[config.mk]
export PLATFORM = sky130hd
export DESIGN_NAME = gobou_ctrl_emit
export DESIGN_NICKNAME = d
export VERILOG_FILES = /design/src/rtl/gobou_ctrl_emit.sv
export SDC_FILE = /design/constraint.sdc
export NUM_CORES = 1
export LEC_CHECK = 0
export ABC_AREA = 1
export CELL_PAD_IN_SITES_DETAIL_PLACEMENT = 0
export CELL_PAD_IN_SITES_GLOBAL_PLACEMENT = 1
export CORE_MARGIN = 10
export CORE_UTILIZATION = 38
export CTS_CLUSTER_SIZE = 12
export DETAILED_ROUTE_END_ITERATION = 16
export DONT_BUFFER_PORTS = 1
export PLACE_DENSITY = 0.71
export SETUP_SLACK_MARGIN = 0.3
export SLEW_MARGIN = 20
export SYNTH_ARGS = -nofsm -noshare
export SYNTH_HDL_FRONTEND = slang
export SYNTH_SLANG_ARGS = --single-unit
[constraint.sdc]
create_clock -name clk -period 3.31 [get_ports clk]
set_clock_uncertainty 0.2 [all_clocks]
set_input_delay 0.662 -clock clk [delete_from_list [all_inputs] [get_ports clk]]
set_output_delay 0.662 -clock clk [all_outputs]
set_load 0.05 [all_outputs]
[src/rtl/gobou_ctrl_emit.sv]
// gobou_ctrl_emit: layer sequencer for the gobou (fully connected) datapath.
// One accepted req runs total_out neurons of total_in accumulate cycles each,
// emitting begin/valid/end strobes plus input, weight and output addresses.
// Optional macro GOBOU_EMIT_BIAS_EN inserts a one-cycle BIAS state per neuron
// (bias_oe strobe); without it bias_oe is tied to 0.
// Every output is a flop loaded from the next-state decode, so no input
// reaches an output combinationally.
module gobou_ctrl_emit #(
   parameter int CWIDTH = 12,
   parameter int WWIDTH = 20
) (
   input  logic              clk,
   input  logic              xrst,
   input  logic              req,
   input  logic [CWIDTH-1:0] total_in,
   input  logic [CWIDTH-1:0] total_out,
   output logic              busy,
   output logic              out_begin,
   output logic              out_valid,
   output logic              out_end,
   output logic              acc_en,
   output logic [CWIDTH-1:0] in_addr,
   output logic [WWIDTH-1:0] w_addr,
   output logic [CWIDTH-1:0] out_addr,
   output logic              bias_oe
);

   localparam logic [CWIDTH-1:0] C_ONE = CWIDTH'(1);
   localparam logic [WWIDTH-1:0] W_ONE = WWIDTH'(1);

   // S_BIAS is only reachable when the bias stage is compiled in.
   typedef enum logic [1:0] {S_IDLE, S_ACC, S_BIAS, S_WB} state_t;

   state_t            state_q, state_d;
   logic [CWIDTH-1:0] tin_m1_q, tin_m1_d;    // latched total_in - 1
   logic [CWIDTH-1:0] tout_m1_q, tout_m1_d;  // latched total_out - 1
   logic [CWIDTH-1:0] i_q, i_d;              // input index within neuron
   logic [CWIDTH-1:0] n_q, n_d;              // neuron index
   logic [WWIDTH-1:0] w_q, w_d;              // running weight address

   logic busy_d, out_begin_d, out_valid_d, out_end_d, acc_en_d;

   // Next-state, counter and next-output decode.
   // Indices are compared against count-1, so a width-max count never needs
   // a value wider than CWIDTH and i/n never wrap inside a layer.
   always_comb begin
      state_d   = state_q;
      tin_m1_d  = tin_m1_q;
      tout_m1_d = tout_m1_q;
      i_d       = i_q;
      n_d       = n_q;
      w_d       = w_q;
      case (state_q)
         S_IDLE: begin
            if (req && (total_in != '0) && (total_out != '0)) begin
               tin_m1_d  = total_in - C_ONE;
               tout_m1_d = total_out - C_ONE;
               i_d       = '0;
               n_d       = '0;
               w_d       = '0;
               state_d   = S_ACC;
            end
         end
         S_ACC: begin
            // Weight address runs continuously across neurons.
            w_d = w_q + W_ONE;
            if (i_q == tin_m1_q) begin
               i_d = '0;
`ifdef GOBOU_EMIT_BIAS_EN
               state_d = S_BIAS;
`else
               state_d = S_WB;
`endif
            end else begin
               i_d = i_q + C_ONE;
            end
         end
         S_BIAS: state_d = S_WB;
         S_WB: begin
            if (n_q == tout_m1_q) begin
               state_d = S_IDLE;
            end else begin
               n_d     = n_q + C_ONE;
               state_d = S_ACC;
            end
         end
         default: state_d = S_IDLE;
      endcase

      busy_d      = (state_d != S_IDLE);
      acc_en_d    = (state_d == S_ACC);
      out_begin_d = (state_d == S_ACC) && (i_d == '0);
      out_valid_d = (state_d == S_WB);
      out_end_d   = (state_d == S_WB) && (n_d == tout_m1_d);
   end

   // State, counters and registered strobes; reset aborts any layer.
   always_ff @(posedge clk or posedge xrst) begin
      if (xrst) begin
         state_q   <= S_IDLE;
         tin_m1_q  <= '0;
         tout_m1_q <= '0;
         i_q       <= '0;
         n_q       <= '0;
         w_q       <= '0;
         busy      <= 1'b0;
         acc_en    <= 1'b0;
         out_begin <= 1'b0;
         out_valid <= 1'b0;
         out_end   <= 1'b0;
      end else begin
         state_q   <= state_d;
         tin_m1_q  <= tin_m1_d;
         tout_m1_q <= tout_m1_d;
         i_q       <= i_d;
         n_q       <= n_d;
         w_q       <= w_d;
         busy      <= busy_d;
         acc_en    <= acc_en_d;
         out_begin <= out_begin_d;
         out_valid <= out_valid_d;
         out_end   <= out_end_d;
      end
   end

   // Address outputs come straight from the counter flops.
   assign in_addr  = i_q;
   assign w_addr   = w_q;
   assign out_addr = n_q;

`ifdef GOBOU_EMIT_BIAS_EN
   // Bias-add strobe, one cycle per neuron between ACC and WB.
   always_ff @(posedge clk or posedge xrst) begin
      if (xrst) bias_oe <= 1'b0;
      else      bias_oe <= (state_d == S_BIAS);
   end
`else
   assign bias_oe = 1'b0;
`endif

endmodule

* Word level (Yosys, flattened, before mapping) *
Cells that the tools add are included.

storage, ports and cells
  flip-flop bits (word level) = 75
  input port bits = 27
  output and inout port bits = 50

operators by class
  add/sub/neg operators = 5
  equality and inequality tests = 9
  mux-type cells = 14
  reductions and logical operators = 12

operators with widths
  cell                                                 number
  two-way mux 12 bit                                   6
  case mux 12 bit (2 select lines)                     2
  case mux 20 bit (2 select lines)                     1
  equality test 12 bit                                 3
  adder 12 x 1 -> 12 bit, second input constant        2
  nonzero test 12 bit                                  2
  subtractor 12 x 1 -> 12 bit, second input constant   2
  adder 20 x 1 -> 20 bit, second input constant        1
  two-way mux 20 bit                                   1
  zero test 12 bit                                     1
  case mux 2 bit (4 select lines)                      1
  equality test 2 bit, second input constant           3
  equality test 2 x 1 -> 1 bit, second input constant  2
  logical AND 1 bit                                    4
  two-way mux 2 bit                                    2
  AND reduction 2 bit                                  2
  nonzero test 2 bit                                   2
  zero test 2 bit                                      1
  != test 2 bit, second input constant                 1
  two-way mux 1 bit                                    1

* Depth between registers and ports, before layout *
  depth after elaboration = 7
  mapped depth = 17

* Worst setup path before layout *
Ideal clock, no wire load.

  kind = in2reg
  start point = in total_out[0]
  end point = reg w_q[18] (netlist: w_addr[18])
  setup time = 120 ps
  data arrival time = 2,172 ps
  required time = 2,990 ps
  setup slack = 818 ps
  cell stages on the path = 14
  cell sequence = inv_1 ha_1 nand3_2 nor2_2 nand2_2 nand3_4 nand2_4 nand2_4 inv_2 nand4_1 nor2_2 nand4_1 o21ai_0 nor2_1

between the ends
  word-level cells in the longest chain between the ends = 4

RTL lines
  element                               line  source
  start, declared                       16    input logic [CWIDTH-1:0] total_out,
  nonzero test 12 bit                   55    if (req && (total_in != '0) && (total_out != '0)) begin
  logical AND 1 bit                     55
  != test 2 bit (no source line)        n/a
  AND reduction 2 bit (no source line)  n/a
  end signal, assigned                  117   w_q <= w_d;
  end, declared                         39    logic [WWIDTH-1:0] w_q, w_d;

Every way passes these cells.
A chain may end at the register's enable or synchronous reset.

* Final worst setup path *
  start point = reg w_q[4] (netlist: w_addr[4])
  end point = reg w_q[19] (netlist: w_addr[19])

between the ends
  word-level cells in the longest chain between the ends = 2

RTL lines
  element                           line  source
  adder 20 x 1 -> 20 bit            66    w_d = w_q + W_ONE;
  case mux 20 bit (2 select lines)  53    case (state_q)

Every way passes these cells.

==> flow_summary.json <==
{
  "leakagePower_nw": 2.64,
  "yosys-top-cells-count": "172 x nand2_1, 87 x inv_1, 75 x dfrtp_1",
  "fin_cells": 843,
  "groute.usage.overall_pct": 14.9,
  "post-place-cells": 827,
  "cts.repair.resized": 0,
  "cts_buffers": 9,
  "cp_data_required_time_ns": 3.34,
  "routed_via_density": 4.91,
  "gp_congestion": 0.843,
  "fin_crit_sh_pct": 79.6,
  "yosysUniqueCellTypes": 43,
  "clkLatencyLatePin_ns": 0.34,
  "ir_drop_uv": 280,
  "antenna_found_initial": 0,
  "synth_top_area_share_pct": 39.8,
  "setup_viol": 0,
  "yosysTopAreaCell": "dfrtp_1",
  "numPortBuffers": 0,
  "synth_ff_type": "dfrtp_1",
  "crit_path_end_kind": "flip-flop",
  "dieArea_sq_um": 17300,
  "cp-start-kind": "flip-flop",
  "firstDrtPassIters": 6,
  "cts.sinks": 75,
  "vias": 4135,
  "hold_violations": 0,
  "finalWorstSetupSlack_ns": 0.676,
  "postSynthCellCount": 640,
  "die_w_um": 131,
  "drive_above_1_share_pct": 11.9,
  "fmax_mhz": 380,
  "clk_pin_slew_worst_paths_ns": 0.06,
  "worstPathArrival_ns": 2.66,
  "finalPower_mw": 5.03,
  "grt_overflow_total": 0,
  "antenna_left": 0,
  "nets": 706,
  "post-route-drc-count": 0,
  "relSlewSlack_pct": 53.4,
  "wl_mm": 12.5,
  "start_util_pct": 39.1,
  "maxCapViolCount": 0,
  "holdBufCountCts": 0,
  "fillCellCount": 1231,
  "root_buffer": "clkbuf_16",
  "routedWlPerCell_um": 14.9,
  "coreArea_sq_um": 12100,
  "fin_setup_tns_ns": 0,
  "grt_max_degree": 41,
  "holdWs_ns": 0.0616,
  "grt_pass1_wl_mm": 21.1,
  "synth-edff-count": 0,
  "ys.warnings.count": 0,
  "cts_tree": "done",
  "synth_area_sq_um": 4720,
  "synthArstFlopShare_pct": 100,
  "hp-class": "primary input to async pin",
  "critical_path_class": "flip-flop to flip-flop",
  "cts_max_level": 3,
  "power_density_nw_per_um2": 930,
  "rsz0062_at_grt": "no",
  "netlist_top_cells_area": "dfrtp_1 40%, nand2_1 14%, inv_1 6.9%, nand3_1 4.9%, nor2_1 4.5%",
  "grt_pass1_vias": 4082,
  "path_max_fanout": 4,
  "die_height_um": 131,
  "antenna_cells": 0,
  "worst_slew_pin_slew_ns": 0.698,
  "synth.most_common_cell": "nand2_1",
  "pre_cts_slack_ns": 0.322,
  "period_minus_slack_ns": 2.63,
  "dpl.hpwl_mm": 9.88,
  "syn2layout_area_growth_pct": 14.6,
  "ys_seq_area_share_pct": 39.8,
  "syn_nets": 676,
  "syn_area_per_cell_sq_um": 7.37,
  "outcome": "finished, final reports clean",
  "rows": 40,
  "final_max_slew_viol_count": 0,
  "ys_ff_latch": 75,
  "postCtsSetupRepairBufs": 0,
  "ios": 77,
  "cts.path.max_buffers": 2,
  "drt_iter0_drc": 275
}
## sequential cells by signal (all words and copies together), names as in the netlist
signal	count
tin_m1_q	12
out_begin	1
w_addr	20
tout_m1_q	12
out_addr	12
in_addr	12
busy	1
out_valid	1
state_q	2
out_end	1
acc_en	1
## cell families (layout without fill, tap and decap cells)
family                   Yosys count  in the layout  share of synthesized area [%]
buffers and inverters            104            139                           9.20
AND/OR/NAND/NOR                  325            325                           30.6
flip-flops                        75             75                           39.8
AO/OA/AOI/OAI                     86             86                           10.5
other                              1              1                         0.0795
XOR/XNOR                          40             40                           7.43
adder cells (fa/ha/maj)            9              9                           2.39
## final cells by class
class	count	area [sq um]	area share, %
repair buffers	29	230	4.26
clock buffers	12	256	4.74
inverters	94	354	6.55
flip-flops and latches	75	1880	34.7
clock inverters	4	72.6	1.34
well taps	168	210	3.89
multi-input cells	461	2410	44.5
## path summary, 6_finish.rpt
check / startpoint / endpoint / slack (ns) / depth (start not counted)
min in group clk: total_in[0] / tin_m1_q[0] / 0.23 / 1
min: xrst / w_addr[15] / 0.06 / 1
max: w_addr[4] / w_addr[19] / 0.68 / 11
max reg2reg: w_addr[4] / w_addr[19] / 0.68 / 11
min reg2reg: tin_m1_q[9] / tin_m1_q[9] / 0.31 / 2
max in group asynchronous: xrst / tout_m1_q[11] / 2.22 / 2
## per-stage QoR
stage / utilization [%] / area, sq um
after detailed placement: 42.1 / 5080
after global placement: 42.1 / 5080
final: 44.8 / 5410
after global routing: 44.8 / 5410
after CTS: 44.8 / 5410
after floorplan: - / 4720
## power by group
group | switching (mW) | internal, mW
registers | 0.629 | 1.25
clock network | 0.389 | 0.700
logic | 1.38 | 0.681
## per-layer routing
metal  vias to the layer above  wire (um)  global-route usage [%]
met1                      1899       5500                    17.8
li1                       2097          -                       -
met5                         -          0                       0
met4                         0        299                    6.37
met2                       117       5750                    23.7
met3                        22        994                    5.14
## cell usage in the layout, fill, tap and decap left out, types with 4 or more instances in the layout
cell       instances
a21oi_1           18
buf_4             28
clkbuf_16          9
dfrtp_1           75
ha_1               9
inv_1             86
inv_2              7
nand2_1          172
nand2_2            5
nand3_1           46
nand4_1           13
nor2_1            57
nor2_2             6
nor3_1             9
nor4_1             4
o21ai_0           42
o21ai_1            6
xnor2_1           23
xor2_1            17
## worst max-delay path, stage by stage (launching register included)
cell     delay, ns
dfrtp_1       0.70
nand2_1       0.22
nor2_1        0.16
nand3_1       0.07
nor2_1        0.19
nand3_1       0.10
nor2_1        0.22
nand2_1       0.14
nor2_4        0.13
nand4_1       0.12
o21ai_0       0.19
a21oi_1       0.06
(Power assumes the default switching activity.)
